[config.mk]
export PLATFORM = sky130hd
export DESIGN_NAME = fv_ooo_buffer_flat
export DESIGN_NICKNAME = d
export VERILOG_FILES = /design/src/rtl/fv_ooo_buffer_if.sv /design/src/rtl/fv_ooo_buffer.sv /design/src/flat_wrapper.sv
export SDC_FILE = /design/constraint.sdc
export NUM_CORES = 1
export LEC_CHECK = 0
export BUFFER_PORTS_ARGS = -buffer_cell sky130_fd_sc_hd__buf_2
export CORE_UTILIZATION = 57
export DETAILED_ROUTE_END_ITERATION = 8
export PLACE_DENSITY = 0.82
export SLEW_MARGIN = 20
export SYNTH_ARGS = -nofsm -noshare
export SYNTH_HDL_FRONTEND = slang
export SYNTH_SLANG_ARGS = --single-unit
[constraint.sdc]
create_clock -name clk -period 4.2 [get_ports clk]
set_input_delay 1.26 -clock clk [delete_from_list [all_inputs] [get_ports clk]]
set_output_delay 1.26 -clock clk [all_outputs]
set_load 0.005 [all_outputs]
[src/rtl/fv_ooo_buffer_if.sv]
// Push/pop handshake bundle for fv_ooo_buffer.
// The master side offers pushes and steers pops; the slave side is the buffer.
interface fv_ooo_buffer_if #(
  parameter int DWIDTH = 4,
  parameter int DEPTH  = 4
);
  logic                         push_valid;
  logic [DWIDTH-1:0]            push_data;
  logic                         push_ready;
  logic [$clog2(DEPTH)-1:0]     pop_sel;
  logic                         pop_ready;
  logic                         pop_valid;
  logic [DWIDTH-1:0]            pop_data;
  logic [$clog2(DEPTH+1)-1:0]   count;

  modport master (
    output push_valid, push_data, pop_sel, pop_ready,
    input  push_ready, pop_valid, pop_data, count
  );

  modport slave (
    input  push_valid, push_data, pop_sel, pop_ready,
    output push_ready, pop_valid, pop_data, count
  );
endinterface

[src/rtl/fv_ooo_buffer.sv]
// Small out-of-order buffer: pushes fill the lowest free slot, pops follow an
// external select, and a per-slot age counter forces out any item that has
// waited MAX_AGE cycles so every item is eventually delivered.
module fv_ooo_buffer #(
  parameter int DWIDTH  = 4,
  parameter int DEPTH   = 4,
  parameter int MAX_AGE = 7
) (
  input  logic               clk,
  input  logic               rstn,
  fv_ooo_buffer_if.slave     bus
);
  localparam int SEL_W = $clog2(DEPTH);
  localparam int CNT_W = $clog2(DEPTH + 1);
  localparam int AGE_W = $clog2(MAX_AGE + 1);
  localparam logic [AGE_W-1:0] AGE_MAX = AGE_W'(MAX_AGE);

  logic [DEPTH-1:0]  valid;
  logic [DWIDTH-1:0] data [DEPTH];
  logic [AGE_W-1:0]  age  [DEPTH];
  logic [CNT_W-1:0]  count_q;

  logic [SEL_W-1:0]  free_idx;
  logic [SEL_W-1:0]  first_idx;
  logic [SEL_W-1:0]  forced_idx;
  logic [SEL_W-1:0]  sel_idx;
  logic              forced_hit;
  logic              push_fire;
  logic              pop_fire;

  // Priority searches over registered slot state: lowest free slot, lowest
  // valid slot, and lowest valid slot that has reached the age limit.
  // NOTE: every combinational output gets a default before the loops so no
  // path leaves a variable unassigned, which would infer a latch.
  always_comb begin
    free_idx   = '0;
    first_idx  = '0;
    forced_idx = '0;
    forced_hit = 1'b0;
    // Walking downwards leaves the lowest matching index as the final value.
    for (int i = DEPTH - 1; i >= 0; i--) begin
      if (!valid[i]) free_idx = SEL_W'(i);
      if (valid[i]) first_idx = SEL_W'(i);
      if (valid[i] && (age[i] == AGE_MAX)) begin
        forced_idx = SEL_W'(i);
        forced_hit = 1'b1;
      end
    end
  end

  // Pop slot choice: a starved slot beats the requested one, which beats the
  // lowest valid slot.
  always_comb begin
    if (forced_hit)              sel_idx = forced_idx;
    else if (valid[bus.pop_sel]) sel_idx = bus.pop_sel;
    else                         sel_idx = first_idx;
  end

  // Handshake outputs; push_ready depends only on registered occupancy.
  always_comb begin
    bus.push_ready = ~(&valid);
    bus.pop_valid  = |valid;
    bus.pop_data   = (|valid) ? data[sel_idx] : '0;
    bus.count      = count_q;
    push_fire      = bus.push_valid & ~(&valid);
    pop_fire       = (|valid) & bus.pop_ready;
  end

  // Slot state: pop clears, push fills, everything else still waiting ages.
  // NOTE: state registers use non-blocking assignments so every slot sees the
  // same pre-edge values regardless of statement order.
  // NOTE: the data array is cleared on reset as well, because an empty buffer
  // must present zero and no stale payload may survive a reset.
  always_ff @(posedge clk or negedge rstn) begin
    if (!rstn) begin
      valid <= '0;
      for (int i = 0; i < DEPTH; i++) begin
        data[i] <= '0;
        age[i]  <= '0;
      end
    end else begin
      for (int i = 0; i < DEPTH; i++) begin
        if (pop_fire && (sel_idx == SEL_W'(i))) begin
          valid[i] <= 1'b0;
          age[i]   <= '0;
        end else if (push_fire && (free_idx == SEL_W'(i))) begin
          // The free slot comes from pre-pop state, so it never equals the
          // slot being popped in the same cycle.
          valid[i] <= 1'b1;
          data[i]  <= bus.push_data;
          age[i]   <= '0;
        end else if (valid[i] && (age[i] != AGE_MAX)) begin
          age[i] <= age[i] + AGE_W'(1);
        end
      end
    end
  end

  // Occupancy counter; a simultaneous push and pop leaves it unchanged.
  always_ff @(posedge clk or negedge rstn) begin
    if (!rstn) begin
      count_q <= '0;
    end else if (push_fire && !pop_fire) begin
      count_q <= count_q + CNT_W'(1);
    end else if (pop_fire && !push_fire) begin
      count_q <= count_q - CNT_W'(1);
    end
  end
endmodule

[src/flat_wrapper.sv]
// flat-port wrapper written by rule: the top's interface ports become plain ports
module fv_ooo_buffer_flat 
#(
  parameter int DWIDTH  = 4,
  parameter int DEPTH   = 4,
  parameter int MAX_AGE = 7
)
  (clk, rstn, bus_push_valid, bus_push_data, bus_pop_sel, bus_pop_ready, bus_push_ready, bus_pop_valid, bus_pop_data, bus_count);
  fv_ooo_buffer_if #(.DWIDTH(DWIDTH), .DEPTH(DEPTH)) bus_i ();
  input  logic clk;
  input  logic rstn;
  input wire logic [$bits(bus_i.push_valid)-1:0] bus_push_valid;
  input wire logic [$bits(bus_i.push_data)-1:0] bus_push_data;
  input wire logic [$bits(bus_i.pop_sel)-1:0] bus_pop_sel;
  input wire logic [$bits(bus_i.pop_ready)-1:0] bus_pop_ready;
  output wire logic [$bits(bus_i.push_ready)-1:0] bus_push_ready;
  output wire logic [$bits(bus_i.pop_valid)-1:0] bus_pop_valid;
  output wire logic [$bits(bus_i.pop_data)-1:0] bus_pop_data;
  output wire logic [$bits(bus_i.count)-1:0] bus_count;
  assign bus_i.push_valid = bus_push_valid;
  assign bus_i.push_data = bus_push_data;
  assign bus_i.pop_sel = bus_pop_sel;
  assign bus_i.pop_ready = bus_pop_ready;
  assign bus_push_ready = bus_i.push_ready;
  assign bus_pop_valid = bus_i.pop_valid;
  assign bus_pop_data = bus_i.pop_data;
  assign bus_count = bus_i.count;
  fv_ooo_buffer #(.DWIDTH(DWIDTH), .DEPTH(DEPTH), .MAX_AGE(MAX_AGE)) u_core (.clk(clk), .rstn(rstn), .bus(bus_i));
endmodule
; Word-level counts from Yosys, hierarchy flattened
; Cells that the tools add are included.
[op_classes]
n_div = 0
addsub = 6
magnitude_cmp = 2
mux = 46
multipliers = 0
bitwise = 8
reduce_logical = 37
n_eq_ne = 14
shifts = 0
[op_table]
columns = cell, count
row1 = $mux 3, 14
row2 = $mux 2, 14
row3 = $logic_and 1x1->1, 18
row4 = $add 3x1->3 const B, 5
row5 = $mux 1, 13
row6 = $eq 3x3->1 const B, 4
row7 = $mux 4, 3
row8 = $ne 3x3->1 const B, 4
row9 = $reduce_bool 3->1, 4
row10 = $reduce_bool 2->1, 5
row11 = $bmux 4 s2, 1
row12 = $eq 2x2->1 const B, 4
row13 = $reduce_and 2->1, 4
row14 = $not 1->1, 5
row15 = $eq 2x1->1 const B, 2
row16 = $logic_not 2->1, 2
row17 = $reduce_and 4->1, 1
row18 = $reduce_or 4->1, 1
row19 = $ge 3x3->1 const B, 1
row20 = $lt 2x3->1 const B, 1
row21 = $not 2->3, 1
row22 = $sub 3x1->3 const B, 1
row23 = $and 1x1->1, 2
row24 = $bmux 1 s2, 1
row25 = $logic_not 1->1, 2
[word_totals]
wordCells = 126
mem_bits_rw = 0
out_inout_bits = 9
reg_bits = 35
latchBits = 0
in_bits = 10
rom_bits = 0
mem_count = 0

; Depth between registers and ports, before layout
; Gate-level depths: netlist of the first run.
[depth]
depth_word = 12
depth_mapped = 12
depth_no_buf = 10

; Worst setup path after synthesis of the first run
; OpenSTA, ideal clock, no wires.
[synth_path]
path_kind = input port to output port
startpoint = input bus_pop_sel[0]
endpoint = output bus_pop_data[0]
t_required_ps = 2940
n_path_buf = 1
path_slack_ps = 420
stages = 6
arrival_ps = 2520
cell_sequence = o2bb2ai_1 -> a22oi_1 -> o22a_1 -> buf_6 -> mux4_2 -> and2_1
[synth_between]
elab_chain_len = 9
[synth_lines]
columns = element, line
row1 = "start, declared", flat_wrapper.sv:14  ; input wire logic [$bits(bus_i.pop_sel)-1:0] bus_pop_sel;
row2 = $bmux 1 s2, fv_ooo_buffer.sv:55  ; else if (valid[bus.pop_sel]) sel_idx = bus.pop_sel;
row3 = $mux 1 (implied by the code), fv_ooo_buffer.sv:55
row4 = $mux 2 (*), fv_ooo_buffer.sv:55
row5 = $mux 2 (*), fv_ooo_buffer.sv:54  ; if (forced_hit) sel_idx = forced_idx;
row6 = $not 2->3 (implied by the code) (*), fv_ooo_buffer.sv:63  ; bus.pop_data = (|valid) ? data[sel_idx] : '0;
row7 = $bmux 4 s2 (*), fv_ooo_buffer.sv:63
row8 = $mux 4 (implied by the code) (*) (2 in series), fv_ooo_buffer.sv:63
row9 = $mux 4 (*), fv_ooo_buffer.sv:63
row10 = "end, declared", flat_wrapper.sv:18  ; output wire logic [$bits(bus_i.pop_data)-1:0] bus_pop_data;
; Every way passes the cells marked *; elsewhere a longest branch is shown, timed or not. The select of a mux whose other input is x is not followed.

; Worst setup path in the final report of the first run
[layout_path]
startpoint = input bus_pop_sel[1]
endpoint = output bus_pop_data[3]
; The elaborated chain is that of the path after synthesis.

==> summary.md, run 1 <==
| Metric | Value |
|---|---|
| Worst clock skew | 0.008220 ns |
| Yosys cell types | 38 |
| Endpoints failing setup | 0 |
| Most used cell, CP | buf_2 |
| Syn nets | around 170 |
| Cell Pwr Density | 794.6 nW/um^2 |
| Worst Max-Slew Pin Slew | 0.7746 ns |
| Die area | roughly 3600 um^2 |
| Worst-path clk slew | 0.10 ns |
| Dpl cells | 211 |
| Yosys Warn Count | 0 |
| Post-route insts no fill | 220 |
| FF+latch count, synth | 35 |
| H-tree depth | 2 |
| Cts hold-fix bufs | 0 |
| DR WL met2 | 1814 um |
| Pwr Total | 1.652 mW |
| Vias per inst | slightly below 6 |
| Clock Path Buffers | 2 |
| CP max FO | 6 |
| Vias post-DR | 1280 |
| Nets | between 150 and 200 |
| Avg Cell Area, Syn | between 10 and 15 um^2 |
| Most common cell in the synthesized netlist | dfrtp_1 |
| Met1 WL | 1479 um |
| CTS buffer count | 5 |
| Final period utilization | a little over nine tenths |
| Rel. slew slack | just under 50% |
| Global-route wire length before repair | approximately 5700 um |
| Ys flop type | dfrtp_1 |
| Mapped cell area | ~1900 um^2 |
| Initial antenna violation count | 0 |
| Final WL | 3497 um |
| CTS sink cnt | 35 |
| Slowest-stage cell, CP | mux4_2 |
| Die width | around 60 um |
| Met3 wire length | between 150 and 200 um |
| DIE HEIGHT | 59.84 um |
| Leakage | 0.9567 nW |
| Number of remaining DRC errors | 0 |
| Tmin final | just over 4 ns |
| Per-cell routed wire length | between 15 and 20 um |
| Worst min path class | reg2reg |
| HPWL Detailed | 2454 um |
| CTS tree | done |
| Initial DRC Count | 47 |
| Hold violation total from the final report | 0 |
| Synthesized instance count | approximately 150 |
| Gr usage total | 21.95% |
| Overflow after GRT | 0 |
| CP Cell Sequence | buf_2 > o2bb2ai_2 > a22oi_1 > o22a_2 > mux4_2 > and2_1 > buf_2 |
| Row count | 20 |
| Peak VDD IR | ~0.38 mV |
| CP arrival | 2.85 ns |
| Clk Latency, worst-skew pair | approximately 0.34 ns |
| Layout area overhead | 9.055% |
| Drt pass-1 iters | 5 |
| Top routing layer used | met4 |
| Area leader, netlist | dfrtp_1 |
| GP Congestion | approximately 0.73 |
| PortBufs | 18 |
| Root buf cell | clkbuf_4 |
| Leading cell types by count after synthesis | 35 x dfrtp_1, 20 x mux2_2, 17 x nor2_1 |
| Status | finished clean |
| Ranking of synthesized cells by area | dfrtp_1 46%, mux2_2 12%, ha_1 5.9% |
| Fill cell count | between 200 and 300 |
| Required @ worst endpoint | slightly below 3 ns |
| Share of cells above drive strength 1 | between 30 and 40% |
| Synth top area share | 45.93% |
| Max incr delay on CP | 0.51 ns |
| I/O Pins | 19 |
| Number of flops mapped to enable cells by yosys | 0 |
| Part of the Yosys area used for sequential elements | between 40% and 50% |
| Post-synth ARST share | between 90% and 100% |
| Largest net degree at the start of global routing | 36 |
| FMAX | 243.5 MHz |
| Kind of critical path | in2out |
| CP endpoint kind | output pin |
| Max-Cap Viols | 0 |
| Initial cell density of the core | 61.45% |
| Vias in the first global route | roughly 1300 |
| Antenna diode count | 0 |
| Post-DRT Antenna Nets | 0 |
| Core area | ~3100 um^2 |
| Startpoint Class | primary input |
| Slew Limit Fails | 0 |
==> layer usage <==
metal / GRT usage, % / vias to the layer above
met4: 9.302 / 0
li1: - / 598
met3: 4.545 / 8
met1: 26.32 / 643
met5: 0 / -
met2: 38.10 / 31
==> timing repair <==
item                                   CTS  global route
resized for setup                        1             2
buffers inserted                         0             1
endpoints found under the hold margin    0             0
setup endpoints to repair                4             4
pin swaps                                0             2
==> power by group <==
part / internal [mW] / switching (mW)
registers: 0.507 / 0.154
logic: 0.461 / 0.349
clock network: 0.0646 / 0.117
==> sequential cells by signal, indices dropped and copies added, names as in the netlist <==
name / cells
u_core.bus.count: 3
u_core.valid: 4
u_core.data: 16
u_core.age: 12
==> layout make-up <==
| class | count | area (um^2) | share of cell area, % |
|---|---|---|---|
| Multi-Input combinational cell | 108 | 963.4 | 46.33 |
| Sequential cell | 35 | 875.8 | 42.12 |
| Timing Repair Buffer | 22 | 120.1 | 5.776 |
| Tap cell | 44 | 55.05 | 2.647 |
| Clock buffer | 6 | 41.29 | 1.986 |
| Clock inverter | 2 | 12.51 | 0.6017 |
| Inverter | 3 | 11.26 | 0.5415 |
==> stage by stage <==
stage | hold slack, ns | cell area, um^2 | util, % | setup slack [ns] | setup TNS, ns
after CTS | 0.4704 | 2063 | 66.49 | 0.06887 | 0
after global routing | 0.5173 | 2079 | 67.02 | -0.002452 | -0.002452
after floorplan | 0.4647 | 1907 | - | 0.4199 | 0
after global placement | 0.4507 | 2008 | 64.72 | -0.02831 | -0.08525
final | 0.4655 | 2079 | 67.02 | 0.09325 | 0
after detailed placement | 0.4511 | 2008 | 64.72 | -0.05176 | -0.1996
==> cells in the final DEF, fill, tap and decap left out, types with 5 or more instances in the layout <==
cell type / count
mux2_2: 20
nor2_1: 17
ha_1: 9
and2_1: 6
xor2_1: 5
clkbuf_4: 5
dfrtp_1: 35
nand2_1: 5
mux2i_1: 7
buf_2: 18
==> cells by family (layout without fill, tap and decap cells) <==
kind of cell               Yosys count  in the layout  share of synthesized area, %
and+or+nand+nor                     40             40                         10.37
AOI/OAI and AO/OA                   20             20                         9.253
xor gates and xnor gates             7              7                         3.215
muxes                               31             31                         20.21
adders and majority gates           10             10                         6.956
DFF                                 35             35                         45.93
buffers and inverters               11             33                         4.068
==> worst max-delay path, delay by kind of cell <==
family	cells	cell delay (ns)
mux	1	0.51
buf+inv	2	0.25
simple gates	1	0.17
compound gates	3	0.65
==> final timing paths <==
kind / from / endpoint / slack (ns) / depth (start not counted)
max reg2reg: u_core.valid[0]$_DFFE_PN0P_ / u_core.bus.count[1]$_DFFE_PN0P_ / 1.63 / 8
max: bus_pop_sel[1] / bus_pop_data[3] / 0.09 / 7
min reg2reg: u_core.bus.count[2]$_DFFE_PN0P_ / u_core.bus.count[2]$_DFFE_PN0P_ / 0.47 / 1
min: u_core.bus.count[2]$_DFFE_PN0P_ / u_core.bus.count[2]$_DFFE_PN0P_ / 0.47 / 1
min in group asynchronous: rstn / u_core.age[1]$_DFFE_PN0P_ / 0.98 / 1
max in group asynchronous: rstn / u_core.data[4]$_DFFE_PN0P_ / 2.73 / 1
No activity file was read; power rests on OpenSTA's default activity.
==> inputs of run 2 (changes only) <==
- CORE_UTILIZATION: 57 -> 55
- PLACE_DENSITY: 0.82 -> 0.8
==> summary.md, run 2 (same netlist as run 1, synthesis figures left out) <==
| Metric | Value |
|---|---|
| Status | finished clean (unchanged) |
| Setup Slack @ Placement | -0.03384 ns (was -0.05176 ns) |
| CTS sink cnt | 35 (unchanged) |
| Peak VDD IR | 0.3536 mV (was 0.3778 mV) |
| Hold violation total from the final report | 0 (unchanged) |
| Largest register FFs | 16 (unchanged) |
| Drt pass-1 iters | 4 (was 5) |
| Worst clock skew | 0.01159 ns (was 0.008220 ns) |
| Row count | 21 (was 20) |
| Worst Max-Slew Pin Slew | 0.7625 ns (was 0.7746 ns) |
| Root buf cell | clkbuf_4 (unchanged) |
| Global-route wire length before repair | 5796 um (was 5699 um) |
| Commonest non-fill, non-tap cell in the layout | dfrtp_1 (unchanged) |
| Core area | 3337 um^2 (was 3103 um^2) |
| FMAX | 246.5 MHz (was 243.5 MHz) |
| Required @ worst endpoint | 2.94 ns (about the same) |
| Per-cell routed wire length | 16.27 um (was 15.90 um) |
| Gr usage total | 22.26% (was 21.95%) |
| Vias in the first global route | 1250 (was 1314) |
| PortBufs | 18 (unchanged) |
| Post-DRT Antenna Nets | 0 (unchanged) |
| Worst-path clk slew | 0.10 ns (about the same) |
| CP arrival | 2.80 ns (was 2.85 ns) |
| Layout area overhead | 12.14% (was 9.055%) |
| Tmin final | 4.057 ns (was 4.107 ns) |
| Share of cells above drive strength 1 | 33.52% (was 34.09%) |
| Clock Path Buffers | 2 (unchanged) |
| Initial cell density of the core | 57.14% (was 61.45%) |
| CP max FO | 6 (unchanged) |
| DIE HEIGHT | 60.88 um (was 59.84 um) |
| Startpoint Class | primary input (unchanged) |
| Initial DRC Count | 93 (was 47) |
| Number of remaining DRC errors | 0 (unchanged) |
| GP Congestion | 0.7570 (was 0.7263) |
| Most frequent cells in the layout | 35 x dfrtp_1, 20 x mux2_2, 18 x buf_2 (unchanged) |
| Top flop regs | u_core.data (16), u_core.age (12), u_core.valid (4) (unchanged) |
| Nets | 195 (unchanged) |
| Biggest register | u_core.data (unchanged) |
| Vias per inst | 5.784 (was 5.818) |
| Switching pwr | 0.6358 mW (was 0.6196 mW) |
| Clk Latency, worst-skew pair | 0.34 ns (about the same) |
| CTS buffer count | 5 (unchanged) |
| Max-Cap Viols | 0 (unchanged) |
| I/O Pins | 19 (unchanged) |
| Sequential Power Share | 36.7% (was 40.0%) |
| Die width | 60.88 um (was 59.84 um) |
| Kind of critical path | in2out (unchanged) |
| Design area | 2138 um^2 (was 2079 um^2) |
| Cell Pwr Density | 842.8 nW/um^2 (was 794.6 nW/um^2) |
| Worst min path class | reg2reg (unchanged) |
| Die area | 3706 um^2 (was 3581 um^2) |
| Overflow after GRT | 0 (unchanged) |
| HPWL Detailed | 2624 um (was 2454 um) |
| Rel. slew slack | 49.17% (was 48.36%) |
| Clk network pwr share | 16.7% (was 11.0%) |
| Switch share | 35.28% (was 37.50%) |
| RSZ-0062 raised after global routing | no |
| CP endpoint kind | output pin (unchanged) |
| Final WL | 3611 um (was 3497 um) |
| Slew Limit Fails | 0 (unchanged) |
| Final period utilization | 96.60% (was 97.78%) |
| Fill cell count | 264 (unchanged) |
| WHS | 0.4817 ns (was 0.4655 ns) |
| Pint | 1.166 mW (was 1.033 mW) |
| Largest net degree at the start of global routing | 36 (unchanged) |
| Endpoints failing setup | 0 (unchanged) |
| Placed inst area | 2023 um^2 (was 2008 um^2) |
| CTS tree | done (unchanged) |
| Logic pwr share | 46.7% (was 49.0%) |
| Leakage | 0.9810 nW (was 0.9567 nW) |
| Setup ws final | 0.1428 ns (was 0.09325 ns) |
| H-tree depth | 2 (unchanged) |
| Antenna diode count | 0 (unchanged) |
| Initial antenna violation count | 0 (unchanged) |
| Vias post-DR | 1284 (was 1280) |
run 2: cell types whose count changed in the layout (fill, tap and decap cells not counted):
cell,previous run,this run
clkinv_2,1,0
a22oi_2,0,1
o2bb2ai_2,1,0
buf_4,4,3
clkinvlp_4,1,0
bufinv_16,0,2
o2bb2ai_1,0,1
a22oi_1,3,2
buf_12,0,1
and2_1,6,7
and2_4,1,0
run 2: worst paths after layout:
path	from	to	slack (ns)	cells after the start
max in group asynchronous	rstn	u_core.age[7]$_DFFE_PN0P_	2.73	1
hold reg to reg	u_core.bus.count[2]$_DFFE_PN0P_	u_core.bus.count[2]$_DFFE_PN0P_	0.48	1
min in group asynchronous	rstn	u_core.valid[0]$_DFFE_PN0P_	0.98	1
hold / removal	u_core.bus.count[2]$_DFFE_PN0P_	u_core.bus.count[2]$_DFFE_PN0P_	0.48	1
setup / recovery	bus_pop_sel[1]	bus_pop_data[1]	0.14	7
setup reg to reg	u_core.valid[0]$_DFFE_PN0P_	u_core.bus.count[2]$_DFFE_PN0P_	1.67	10
run 2: area by class of cell:
type | instances | area (um^2) | area share [%]
Multi-Input combinational cell | 108 | 959.7 | 44.88
Sequential cell | 35 | 875.8 | 40.96
Tap cell | 46 | 57.56 | 2.692
Clock inverter | 2 | 60.06 | 2.809
Clock buffer | 6 | 41.29 | 1.931
Inverter | 3 | 11.26 | 0.5266
Timing Repair Buffer | 22 | 132.6 | 6.202
run 2: repair_timing:
item,in CTS,in global routing
gates resized for setup,1,1
hold buffers,0,0
setup buffers,0,1
endpoints found under the setup margin,4,1
pin swaps,0,2
run 2: through the flow:
step / setup TNS, ns / std cells / power [mW] / utilization, %
after floorplan: 0 / 154 / 1.277 / -
after global placement: -0.08686 / 213 / 1.420 / 60.63
after detailed placement: -0.1084 / 213 / 1.496 / 60.63
after CTS: 0 / 221 / 1.801 / 63.70
after global routing: 0 / 222 / 1.943 / 64.08
final: 0 / 222 / 1.802 / 64.08
run 2: routing by layer:
| layer | track usage, % | part of all wire, % | up-vias |
|---|---|---|---|
| li1 | - | - | 601 |
| met1 | 27.01 | 42 | 649 |
| met2 | 38.15 | 53 | 28 |
| met3 | 6.397 | 3.9 | 6 |
| met4 | 7.468 | 1.4 | 0 |
| met5 | 0 | 0 | - |
run 2: worst max-delay path, stage by stage:
cell and delay, ns:
buf_2 0.12, mux2i_1 0.13, o2111ai_2 0.21, o22a_2 0.28
mux4_2 0.52, and2_1 0.16, buf_2 0.12
run 2: power by group through the flow:
stage	Sequential, mW	Combinational [mW]	Clock [mW]
2_1_floorplan	0.586	0.691	0
3_3_place_gp	0.646	0.773	0
3_5_place_dp	0.667	0.830	0
4_1_cts	0.658	0.838	0.306
5_1_grt	0.682	0.941	0.320
6_report	0.661	0.841	0.300
==> inputs of run 3 (changes only) <==
- BUFFER_PORTS_ARGS: -buffer_cell sky130_fd_sc_hd__buf_2 -> -buffer_cell sky130_fd_sc_hd__clkbuf_2
==> summary.md, run 3 (same netlist as run 1, synthesis figures left out) <==
| Metric | Value |
|---|---|
| Status | finished clean (unchanged) |
| Met1 usage | 28.65% (was 27.01%) |
| Vias per inst | 5.752 (was 5.784) |
| CP endpoint kind | output pin (unchanged) |
| Overflow after GRT | 0 (unchanged) |
| Antenna diode count | 0 (unchanged) |
| Most frequent cells in the layout | 35 x dfrtp_1, 20 x mux2_2, 18 x clkbuf_2 (was 35 x dfrtp_1, 20 x mux2_2, 18 x buf_2) |
| Gr usage total | 23.08% (was 22.26%) |
| Rel. slew slack | 42.34% (was 49.17%) |
| Slew Limit Fails | 0 (unchanged) |
| Endpoints failing setup | 0 (unchanged) |
| Largest register FFs | 16 (unchanged) |
| Post-DRT Antenna Nets | 0 (unchanged) |
| Root buf cell | clkbuf_4 (unchanged) |
| H-tree depth | 2 (unchanged) |
| Die area | 3706 um^2 (unchanged) |
| Leakage | 0.9841 nW (was 0.9810 nW) |
| Hold violation total from the final report | 0 (unchanged) |
| Met3 Track Usage GR | 4.691% (was 6.397%) |
| PortBufs | 18 (unchanged) |
| Commonest non-fill, non-tap cell in the layout | dfrtp_1 (unchanged) |
| Post-route insts no fill | 222 (unchanged) |
| CP arrival | 2.84 ns (was 2.80 ns) |
| Peak VDD IR | 0.3643 mV (was 0.3536 mV) |
| HPWL Detailed | 2628 um (was 2624 um) |
| Per-cell routed wire length | 16.09 um (was 16.27 um) |
| Postcts setup bufs | 0 (unchanged) |
| Cts hold-fix bufs | 0 (unchanged) |
| Largest net degree at the start of global routing | 36 (unchanged) |
| Final core utilization | 63.93% (was 64.08%) |
| Final WL | 3571 um (was 3611 um) |
| RSZ-0062 raised after global routing | no (unchanged) |
| Drt pass-1 iters | 5 (was 4) |
| Placed inst area | 2018 um^2 (was 2023 um^2) |
| Final period utilization | 97.52% (was 96.60%) |
| Worst Max-Slew Pin Slew | 0.8649 ns (was 0.7625 ns) |
| Gr busiest metal | met2 (unchanged) |
| Initial cell density of the core | 57.14% (unchanged) |
| Fill cell count | 282 (was 264) |
| Worst min path class | reg2reg (unchanged) |
| Required @ worst endpoint | 2.94 ns (about the same) |
| CTS buffer count | 5 (unchanged) |
| I/O Pins | 19 (unchanged) |
| GP Congestion | 0.7915 (was 0.7570) |
| Max-Cap Viols | 0 (unchanged) |
| Number of remaining DRC errors | 0 (unchanged) |
| CP max FO | 6 (unchanged) |
| DIE HEIGHT | 60.88 um (unchanged) |
| Top flop regs | u_core.data (16), u_core.age (12), u_core.valid (4) (unchanged) |
| Fin Setup TNS | 0 ns (unchanged) |
| GR Layer Usage met2 | 38.30% (was 38.15%) |
| Nets | 195 (unchanged) |
| Worst-path clk slew | 0.09 ns (was 0.10 ns) |
| Tmin final | 4.096 ns (was 4.057 ns) |
| Cell Pwr Density | 835.3 nW/um^2 (was 842.8 nW/um^2) |
| Clock Path Buffers | 2 (unchanged) |
| WHS | 0.4895 ns (was 0.4817 ns) |
| Die width | 60.88 um (unchanged) |
| Design area | 2133 um^2 (was 2138 um^2) |
| Global-route wire length before repair | 6051 um (was 5796 um) |
| R2R Setup Slk | 1.67 ns (about the same) |
| Layout area overhead | 11.88% (was 12.14%) |
| Initial DRC Count | 74 (was 93) |
| Row count | 21 (unchanged) |
| Initial antenna violation count | 0 (unchanged) |
| CTS sink cnt | 35 (unchanged) |
| Biggest register | u_core.data (unchanged) |
| Startpoint Class | primary input (unchanged) |
| Dpl cells | 214 (was 213) |
| Core area | 3337 um^2 (unchanged) |
| Kind of critical path | in2out (unchanged) |
| FMAX | 244.2 MHz (was 246.5 MHz) |
| Worst clock skew | 0.01343 ns (was 0.01159 ns) |
| Vias in the first global route | 1338 (was 1250) |
| CTS tree | done (unchanged) |
| Clk Latency, worst-skew pair | 0.34 ns (about the same) |
| Vias post-DR | 1277 (was 1284) |
| Share of cells above drive strength 1 | 33.52% (unchanged) |
run 3: changes by cell type in the layout (fill, tap and decap cells not counted), sizes merged:
cell / change
buf: -18
clkbuf: +18
run 3: area by class of cell:
class                   count  area, um^2  share of cell area, %
multi-input cells         108       967.2                  45.34
clock buffers               6       41.29                  1.935
clock inverters             2       60.06                  2.815
repair buffers             22       120.1                  5.630
flip-flops and latches     35       875.8                  41.06
well taps                  46       57.56                  2.698
inverters                   3       11.26                 0.5279
run 3: worst paths after layout:
kind	startpoint	to	depth (start not counted)
setup / recovery	bus_pop_sel[0]	bus_pop_data[1]	7
hold / removal	u_core.bus.count[2]$_DFFE_PN0P_	u_core.bus.count[2]$_DFFE_PN0P_	1
setup reg to reg	u_core.valid[0]$_DFFE_PN0P_	u_core.bus.count[2]$_DFFE_PN0P_	10
hold reg to reg	u_core.bus.count[2]$_DFFE_PN0P_	u_core.bus.count[2]$_DFFE_PN0P_	1
max in group asynchronous	rstn	u_core.bus.count[0]$_DFFE_PN0P_	1
min in group asynchronous	rstn	u_core.valid[0]$_DFFE_PN0P_	1
run 3: critical path: stages:
cell,delay [ns]
clkbuf_2,0.11
mux2_2,0.22
nand2_1,0.05
a21boi_1,0.52
mux4_2,0.40
and2_1,0.17
clkbuf_2,0.10
run 3: metal layers:
layer | vias up | share of wire [%]
met5 | - | 0
met4 | 0 | 2.8
met3 | 12 | 3.6
met2 | 33 | 51
met1 | 634 | 43
li1 | 598 | -
run 3: repair_timing:
item                       in CTS  in global routing
resized for setup               1                  2
pin swaps                       0                  1
setup endpoints to repair       4                  4
run 3: report_power, final:
group	internal, mW	leakage [nW]	switching, mW
Sequential	0.507	0.420	0.152
Clock	0.186	0.0525	0.115
Combinational	0.463	0.511	0.360
run 3: stage by stage:
step	power (mW)	setup slack, ns
2_1_floorplan	1.277	0.4199
3_3_place_gp	1.415	-0.009273
3_5_place_dp	1.486	-0.04881
4_1_cts	1.790	0.08586
5_1_grt	1.942	0.02414
6_report	1.782	0.1043
